### src/rtl/gray_activity_monitor.sv
`default_nettype none
// ---------------------------------------------------------------------------
// gray_activity_monitor: Gray-to-binary decoder with toggle/violation stats.
// Revision: 1.0
// ---------------------------------------------------------------------------
module gray_activity_monitor #(
   parameter int W  = 32,
   parameter int CW = 32
) (
   input  logic                 clk,
   input  logic                 reset,
   input  logic [W-1:0]         g,
   input  logic                 g_valid,
   input  logic                 clr,
   output logic [W-1:0]         bin,
   output logic                 bin_valid,
   output logic [CW-1:0]        samples,
   output logic [CW-1:0]        toggles,
   output logic [$clog2(W):0]   last_hd,
   output logic                 err,
   output logic [15:0]          err_count
);

   localparam int c_hw = $clog2(W) + 1;
   localparam int c_sw = ((CW > c_hw) ? CW : c_hw) + 1;
   localparam logic [CW-1:0] c_cnt_max = '1;

   logic [W-1:0]    prev_q, prev_d;
   logic            has_prev_q, has_prev_d;
   logic            s1_valid_q, s1_valid_d;
   logic            s1_first_q, s1_first_d;
   logic [W-1:0]    s1_g_q, s1_g_d;
   logic [c_hw-1:0] s1_hd_q, s1_hd_d;
   logic            s2_valid_q, s2_valid_d;
   logic            s2_first_q, s2_first_d;
   logic [W-1:0]    s2_bin_q, s2_bin_d;
   logic [c_hw-1:0] s2_hd_q, s2_hd_d;
   logic [W-1:0]    bin_q, bin_d;
   logic            bin_valid_q, bin_valid_d;
   logic [CW-1:0]   samples_q, samples_d;
   logic [CW-1:0]   toggles_q, toggles_d;
   logic [c_hw-1:0] last_hd_q, last_hd_d;
   logic            err_q, err_d;
   logic [15:0]     err_count_q, err_count_d;

   logic [W-1:0]    w_diff;
   logic [c_hw-1:0] w_hd;
   logic [W-1:0]    w_bin_dec;
   logic [c_sw-1:0] w_tog_sum;

   always_comb begin
      w_diff    = g ^ prev_q;
      w_hd      = '0;
      w_bin_dec = '0;
      for (int i = 0; i < W; i++) begin
         w_hd = w_hd + c_hw'(w_diff[i]);
      end
      w_bin_dec[W-1] = s1_g_q[W-1];
      for (int i = W - 2; i >= 0; i--) begin
         w_bin_dec[i] = w_bin_dec[i+1] ^ s1_g_q[i];
      end
      w_tog_sum = c_sw'(toggles_q) + c_sw'(s2_hd_q);

      prev_d      = prev_q;
      has_prev_d  = has_prev_q;
      s1_valid_d  = g_valid;
      s1_first_d  = s1_first_q;
      s1_g_d      = s1_g_q;
      s1_hd_d     = s1_hd_q;
      s2_valid_d  = s1_valid_q & ~clr;
      s2_first_d  = s2_first_q;
      s2_bin_d    = s2_bin_q;
      s2_hd_d     = s2_hd_q;
      bin_d       = bin_q;
      bin_valid_d = s2_valid_q & ~clr;
      samples_d   = samples_q;
      toggles_d   = toggles_q;
      last_hd_d   = last_hd_q;
      err_d       = err_q;
      err_count_d = err_count_q;

      // A sample arriving with clr still enters the pipe, but as a fresh first sample.
      if (g_valid) begin
         s1_g_d     = g;
         s1_first_d = clr | ~has_prev_q;
         s1_hd_d    = w_hd;
         prev_d     = g;
         has_prev_d = 1'b1;
      end else if (clr) begin
         has_prev_d = 1'b0;
      end

      if (s1_valid_q) begin
         s2_bin_d   = w_bin_dec;
         s2_first_d = s1_first_q;
         s2_hd_d    = s1_hd_q;
      end

      if (s2_valid_q && !clr) begin
         bin_d = s2_bin_q;
         if (samples_q != c_cnt_max) begin
            samples_d = samples_q + CW'(1);
         end
         if (s2_first_q) begin
            last_hd_d = '0;
         end else begin
            last_hd_d = s2_hd_q;
            toggles_d = (w_tog_sum > c_sw'(c_cnt_max)) ? c_cnt_max : w_tog_sum[CW-1:0];
            if (s2_hd_q != c_hw'(1)) begin
               err_d = 1'b1;
               if (err_count_q != 16'hFFFF) begin
                  err_count_d = err_count_q + 16'd1;
               end
            end
         end
      end

      if (clr) begin
         samples_d   = '0;
         toggles_d   = '0;
         last_hd_d   = '0;
         err_d       = 1'b0;
         err_count_d = '0;
      end
   end

   always_ff @(posedge clk or negedge reset) begin
      if (!reset) begin
         prev_q      <= '0;
         has_prev_q  <= 1'b0;
         s1_valid_q  <= 1'b0;
         s1_first_q  <= 1'b0;
         s1_g_q      <= '0;
         s1_hd_q     <= '0;
         s2_valid_q  <= 1'b0;
         s2_first_q  <= 1'b0;
         s2_bin_q    <= '0;
         s2_hd_q     <= '0;
         bin_q       <= '0;
         bin_valid_q <= 1'b0;
         samples_q   <= '0;
         toggles_q   <= '0;
         last_hd_q   <= '0;
         err_q       <= 1'b0;
         err_count_q <= '0;
      end else begin
         prev_q      <= prev_d;
         has_prev_q  <= has_prev_d;
         s1_valid_q  <= s1_valid_d;
         s1_first_q  <= s1_first_d;
         s1_g_q      <= s1_g_d;
         s1_hd_q     <= s1_hd_d;
         s2_valid_q  <= s2_valid_d;
         s2_first_q  <= s2_first_d;
         s2_bin_q    <= s2_bin_d;
         s2_hd_q     <= s2_hd_d;
         bin_q       <= bin_d;
         bin_valid_q <= bin_valid_d;
         samples_q   <= samples_d;
         toggles_q   <= toggles_d;
         last_hd_q   <= last_hd_d;
         err_q       <= err_d;
         err_count_q <= err_count_d;
      end
   end

   assign bin       = bin_q;
   assign bin_valid = bin_valid_q;
   assign samples   = samples_q;
   assign toggles   = toggles_q;
   assign last_hd   = last_hd_q;
   assign err       = err_q;
   assign err_count = err_count_q;

endmodule
`default_nettype wire

### config.mk
export PLATFORM = sky130hd
export DESIGN_NAME = gray_activity_monitor
export DESIGN_NICKNAME = d
export VERILOG_FILES = /design/src/rtl/gray_activity_monitor.sv
export SDC_FILE = /design/constraint.sdc
export NUM_CORES = 1
export LEC_CHECK = 0
export BUFFER_PORTS_ARGS = -buffer_cell sky130_fd_sc_hd__buf_2
export CAP_MARGIN = 25
export CORE_ASPECT_RATIO = 1.75
export CORE_UTILIZATION = 40
export DETAILED_ROUTE_END_ITERATION = 7
export PLACE_DENSITY = 0.6
export SETUP_SLACK_MARGIN = 0.5
export SLEW_MARGIN = 20
export SYNTH_ARGS = -nofsm -noshare
export SYNTH_HDL_FRONTEND = slang
export SYNTH_SLANG_ARGS = --single-unit
### constraint.sdc
create_clock -name clk -period 5.6 [get_ports clk]
set_input_delay 1.12 -clock clk [delete_from_list [all_inputs] [get_ports clk]]
set_output_delay 1.12 -clock clk [all_outputs]
set_load 0.02 [all_outputs]
==> impl_metrics.ini, run 1 <==
[worst_setup_path]
crit_fanout = 2
category_of_the_most_critical_setup_path = input port to flip-flop
critical_path.endpoint_type = flip-flop
start_kind = input port
worstReg2RegStart = s1_g_q[21]$_DFFE_PN0P_
cp_arrival_ps = 5670
worstSetupStartpoint = g[17]
cp.required_ps = 5980

[yosys]
synth-compound-area-share = 0.07979
ys.warnings.count = 0
yosys.area_share.xor_xnor = 0.1239
synth_cell_type_count = 51
ys_seq_elements = 201
synth_edf_count = 0
yosys.cell_count.top_type = dfrtp_1
synth_fp_nets = 1024
synth.avg_cell_area_um2 = 11.07
syn-cell-area_um2 = 10490
ys_async_sr_fraction = 1.000
synth-simple-area-share = 0.1190
synthFlopType = dfrtp_1
yosys.area_share.adder = 0.06559
yosysSeqAreaShare = 0.4794
synthCells = 948
synth_top_cells_by_count = 201 x dfrtp_1, 88 x mux2_2, 72 x nor2_1
main_combinational_cell_family_by_area_after_synthesis = XOR/XNOR gates
synth_mux_area_frac = 0.1011
synth_area_leaders = dfrtp_1 48%, mux2_2 9.4%, xnor2_1 4.9%
synth_top_area_share = 0.4794
yosysTopAreaCell = dfrtp_1

[final_layout]
num-fill-cells = 2437
final_core_util = 0.4789
final_cell_area_um2 = 12390
insertedDiodeCount = 0
share_of_post_route_cells_with_drive_strength_above_1 = 0.2810
area.growth.synth_to_final_pct = 18.06
nNetsFinal = 1178

[clock_tree]
clk_buf_depth = 3
cts.htree.levels = 1
cts_root_buffer = clkbuf_16
numCtsBuffers = 21
ctsHoldBuffers = 0
cts_tree = yes
clock_sinks = 201
buffers_inserted_during_post_cts_setup_optimization = 0
clk_latency_worst_skew_pair_ps = 500
worst_setup_hold_path_clk_slew_ps = 60

[die]
die_width_um = 124.4
start_util = 0.4057
floorplan.core_area_um2 = 25860
floorplan.rows = 78
io_pins = 156
die_height_um = 216.2
die-area_um2 = 26910

[detailed_routing]
drtPass1Iterations = 4
totalWireLength_mm = 25.53
remaining_drc_errors = 0
dr.first_iter.drc_count = 306
vias = 7556
antenna_violating_nets_post_route = 0
detail_route.vias_per_cell = 5.269
routed_wire_length_per_instance_um = 17.80

[sta]
fin_ws_ps = 317.5
fin_worst_hold_slack_ps = 476.1
max_freq_ghz = 0.1893
max-slew-margin-rel = 0.3887
worstMarginPinSlew_ps = 916.9
timing.final.setup_violations = 0
hold_vio_cnt_final = 0
finalCriticalPeriod_ps = 5283
finalClockSkew_ps = 7.997
grt_setup_unrepaired = true
portion_of_the_clock_cycle_consumed_by_the_worst_path_in_the_final_layout = 0.9433
final-max-slew-violation-count = 0

[grt]
number_of_global_route_vias_before_repair = 7773
grt_overflow = 0
grt_overall_usage = 0.1937
grt_max_degree = 107
grt_first_pass_wirelength_mm = 42.12
antenna_found_initial = 1

[pwr]
power.share.combinational = 0.548
power.switching_fraction = 0.3611
power.total_w = 0.007467
ir_worst_vdd_mv = 0.8005
static-leakage-power_nw = 5.737
clock_network_fraction_of_total_power = 0.185
power.density_cell_area_nw_per_um2 = 602.9
internal_power_w = 0.004771
switchingPower_w = 0.002696
seq_power_share = 0.267

[placement]
dpl.hpwl_mm = 18.60
detailedPlace.worstSlack_ps = -252.3
placedInstanceArea_um2 = 11640
gp_congestion = 0.8335
io_buffers = 155

[hold_path]
min-delay-path-class = flip-flop to flip-flop
min-delay-start = has_prev_q$_DFFE_PN0P_

[status]
status = complete, no violations

[run]
drv_cap = 0
## logic make-up (layout without fill, tap and decap cells)
family | after synthesis | after routing
flip-flops | 201 | 201
buffers and inverters | 87 | 253
adder cells (fa/ha/maj) | 40 | 40
XOR/XNOR | 126 | 126
multiplexers | 95 | 95
AND/OR/NAND/NOR | 254 | 254
AO/OA/AOI/OAI | 145 | 145
## power by group through the flow
stage / sequential, W / combinational, W / clock (W)
detailed placement: 0.00203 / 0.00396 / 0
floorplan: 0.00210 / 0.00287 / 0
CTS: 0.00201 / 0.00397 / 0.00142
global placement: 0.00202 / 0.00382 / 0
finish: 0.00200 / 0.00409 / 0.00138
global route: 0.00204 / 0.00459 / 0.00148
## stage by stage
| stage | instances | setup TNS, ps |
|---|---|---|
| 3_5_place_dp | 1397 | -737.3 |
| 4_1_cts | 1432 | 0 |
| 2_1_floorplan | 948 | 0 |
| 5_1_grt | 1434 | 0 |
| 3_3_place_gp | 1397 | -491.8 |
| 6_report | 1434 | 0 |
## state kept, by name (all words and copies together), names as in the netlist
register and count:
s2_hd_q 6, err_count 16, bin_valid 1, s1_first_q 1, toggles 32, s2_first_q 1
s2_valid_q 1, err 1, s1_valid_q 1, s2_bin_q 32, s1_hd_q 6, has_prev_q 1
last_hd 6, s1_g_q 32, samples 32, bin 32
## worst paths after layout
check                                     endpoint  slack [ps]  cells past startpoint
setup / recovery            s1_hd_q[4]$_DFFE_PN0P_         320                     18
hold / removal              s1_first_q$_DFFE_PN0P_         480                      1
setup reg to reg            s1_hd_q[4]$_DFFE_PN0P_         500                     17
hold reg to reg             s1_first_q$_DFFE_PN0P_         480                      1
max in group asynchronous       bin[2]$_DFFE_PN0P_        3710                      2
min in group asynchronous  samples[11]$_DFFE_PN0P_         700                      1
## cells in the final DEF (no fill, tap or decap), types with 43 or more instances in the layout
cell type / synthesis / final
a21oi_1: 58 / 56
buf_2: 0 / 152
dfrtp_1: 201 / 200
inv_1: 51 / 49
mux2_2: 88 / 87
nand2_1: 57 / 57
nor2_1: 72 / 72
o21ai_0: 43 / 43
xnor2_1: 59 / 58
xor2_1: 54 / 50
## repair_timing
action / CTS / global route
endpoints found under the setup margin: 4 / 4
resized for setup: 0 / 10
pin swaps: 3 / 4
## worst max-delay path, stage by stage
cell and delay, ps:
buf_6 100, xor2_2 140, fa_1 510, fa_1 540, inv_1 50, fa_1 490
inv_2 40, fa_1 540, fa_1 420, fa_1 500, ha_2 180, inv_2 40
fa_2 360, inv_1 70, a21o_1 110, a21oi_2 50, xnor2_1 120, mux2_2 260
## area by class of cell
type,instances,area [um^2],area share
Multi-Input combinational cell,660,5189,0.4189
Inverter,51,191.4,0.01546
Clock buffer,29,615.6,0.04970
Timing Repair Buffer,167,903.4,0.07294
Tap cell,320,400.4,0.03233
Sequential cell,201,5031,0.4062
Clock inverter,6,55.05,0.004445
## routing by layer
layer / vias to the layer above / share of wire / global-route usage
met5: - / 0 / 0
met3: 38 / 0.038 / 0.02938
met1: 3789 / 0.38 / 0.2182
met4: 0 / 0.025 / 0.05743
li1: 3566 / - / -
met2: 163 / 0.56 / 0.3703
Note: power is estimated with default switching activity, not from simulation.
==> run 2, diff against run 1 <==
--- a/config.mk
+++ b/config.mk
@@ -10,7 +10,8 @@
 export CORE_ASPECT_RATIO = 1.75
 export CORE_UTILIZATION = 40
+export CTS_BUF_LIST = sky130_fd_sc_hd__clkbuf_4 sky130_fd_sc_hd__clkbuf_8
 export DETAILED_ROUTE_END_ITERATION = 7
 export PLACE_DENSITY = 0.6
-export SETUP_SLACK_MARGIN = 0.5
+export SETUP_SLACK_MARGIN = 0.05
 export SLEW_MARGIN = 20
 export SYNTH_ARGS = -nofsm -noshare
==> constraint.sdc (replaced) <==
create_clock -name clk -period 5.6 [get_ports clk]
set_input_delay 0.56 -clock clk [delete_from_list [all_inputs] [get_ports clk]]
set_output_delay 0.56 -clock clk [all_outputs]
set_load 0.02 [all_outputs]
==> run 2 against run 1 <==
  * Non-clock buffer count decreased by 2
  * Clock power decreased by 4%
  * Combinational power decreased by 9.5%
  * Sequential power about the same
  * Register-to-register slack got worse by 120 ps
  * First-iteration DRC count down 16%
  * Fmax grew 1.1%
  * Largest cell class unchanged
  * Largest power group unchanged
  * Highest routed layer is now met5
==> impl_metrics.ini, run 2 (synthesized netlist as in run 1, its figures left out) <==
[die]
floorplan.rows = 78
die-area_um2 = 26910
die_width_um = 124.4
die_height_um = 216.2
io_pins = 156
start_util = 0.4057
floorplan.core_area_um2 = 25860

[final_layout]
multi_input_comb_area_um2 = 5135
share_of_post_route_cells_with_drive_strength_above_1 = 0.2838
mostFrequentLayoutCell = dfrtp_1
regArea_um2 = 5031
num-fill-cells = 2445
final_core_util = 0.4759
insertedDiodeCount = 0
stdcell_count = 1451
most_frequent_cells_in_the_layout = 200 x dfrtp_1, 154 x buf_2, 88 x mux2_2
area.growth.synth_to_final_pct = 17.30
nNetsFinal = 1189

[clock_tree]
ctsHoldBuffers = 0
cts.htree.levels = 2
cts_tree = yes
worst_setup_hold_path_clk_slew_ps = 60
clk_buf_depth = 3
clock_sinks = 201
cts_root_buffer = clkbuf_8
clk_latency_worst_skew_pair_ps = 530
buffers_inserted_during_post_cts_setup_optimization = 0
numCtsBuffers = 34
cts.repair.resized = 0

[grt]
grt_overflow = 0
grt_overall_usage = 0.1970
number_of_global_route_vias_before_repair = 7947
antenna_found_initial = 1
grt_first_pass_wirelength_mm = 42.30
grt_max_degree = 105

[sta]
max_freq_ghz = 0.1914
final-max-slew-violation-count = 0
fin_setup_tns_ps = 0
grt_setup_unrepaired = false
max-slew-margin-rel = 0.4186
portion_of_the_clock_cycle_consumed_by_the_worst_path_in_the_final_layout = 0.9327
hold_vio_cnt_final = 0
finalCriticalPeriod_ps = 5223
worstMarginPinSlew_ps = 872.1
timing.final.setup_violations = 0
finalClockSkew_ps = 21.86

[worst_setup_path]
worstReg2RegStart = s1_g_q[19]$_DFFE_PN0P_
cp.required_ps = 6000
crit_fanout = 3
worstSetupStartpoint = s1_g_q[19]$_DFFE_PN0P_
start_kind = flip-flop
category_of_the_most_critical_setup_path = flip-flop to flip-flop
cp_arrival_ps = 5630
critical_path.endpoint_type = flip-flop

[hold_path]
min-delay-path-class = input port to async pin

[detailed_routing]
antenna_violating_nets_post_route = 0
totalWireLength_mm = 25.66
detail_route.vias_per_cell = 5.226
vias = 7583
dr.first_iter.drc_count = 256
routed_wire_length_per_instance_um = 17.68
drtPass1Iterations = 6
remaining_drc_errors = 0

[pwr]
power.density_cell_area_nw_per_um2 = 571.0
internal_power_w = 0.004383
seq_power_share = 0.285
ir_worst_vdd_mv = 0.6318
switchingPower_w = 0.002644
clock_network_fraction_of_total_power = 0.189
static-leakage-power_nw = 5.732
power.switching_fraction = 0.3762
power.share.combinational = 0.526

[run]
drv_cap = 0

[placement]
io_buffers = 155
post-place-cells = 1396
dpl.hpwl_mm = 18.63
gp_congestion = 0.8498

[status]
status = complete, no violations
==> run 2: changes by cell type in the layout (fill, tap and decap cells not counted), moves of 4 or more <==
cell / change
clkbuf_4: +11
xor2_2: -4
clkbuf_16: -21
clkbuf_8: +36
clkinv_2: -4
xor2_1: +4
==> run 2: metrics by stage <==
| stage | total power (W) | setup WS, ps | hold slack (ps) | cell area, um^2 |
|---|---|---|---|---|
| after floorplan | 0.004875 | 462.8 | 264.4 | 10490 |
| after global placement | 0.005624 | 204.3 | 442.2 | 11600 |
| after detailed placement | 0.005774 | 131.6 | 461.7 | 11610 |
| after CTS | 0.007147 | 356.1 | 162.2 | 12280 |
| after global routing | 0.007666 | 130.3 | 178.8 | 12310 |
| final | 0.007027 | 376.7 | 120.1 | 12310 |
==> run 2: worst paths after layout <==
kind | to | slack [ps] | depth (start not counted)
min reg2reg | s1_first_q$_DFFE_PN0P_ | 470 | 1
min | samples[12]$_DFFE_PN0P_ | 120 | 1
max reg2reg | s1_hd_q[4]$_DFFE_PN0P_ | 380 | 17
max in group asynchronous | s1_valid_q$_DFF_PN0_ | 4210 | 2
min in group clk | s1_g_q[11]$_DFFE_PN0P_ | 290 | 2
max | s1_hd_q[4]$_DFFE_PN0P_ | 380 | 17
==> run 2: metal layers <==
metal | GRT usage | routed length (um) | vias to the layer above
met5 | 0 | 17 | -
met4 | 0.07631 | 787 | 2
met3 | 0.04073 | 1123 | 54
met2 | 0.3667 | 13820 | 183
met1 | 0.2164 | 9906 | 3751
li1 | - | - | 3593
==> run 2: area by class of cell <==
| type | instances | area share |
|---|---|---|
| inverters | 51 | 0.01556 |
| flip-flops and latches | 201 | 0.4088 |
| well taps | 320 | 0.03253 |
| repair buffers | 165 | 0.07178 |
| clock inverters | 1 | 0.0004067 |
| multi-input cells | 660 | 0.4172 |
| clock buffers | 53 | 0.05368 |
==> run 2: worst max-delay path: stages (launching register included) <==
cell and delay (ps):
dfrtp_1 410, xor2_1 230, fa_1 480, fa_1 560, inv_1 60, fa_1 510
inv_1 60, fa_1 460, fa_1 520, fa_1 560, ha_1 170, inv_1 50
fa_1 410, inv_1 80, a21o_1 100, a21oi_1 70, xnor2_1 130, mux2_2 260
==> run 2: power groups by stage <==
stage               clock network, W  registers [W]  logic, W
CTS                          0.00138        0.00201   0.00376
global route                 0.00143        0.00204   0.00419
global placement                   0        0.00203   0.00360
floorplan                          0        0.00210   0.00277
detailed placement                 0        0.00203   0.00374
finish                       0.00133        0.00200   0.00370
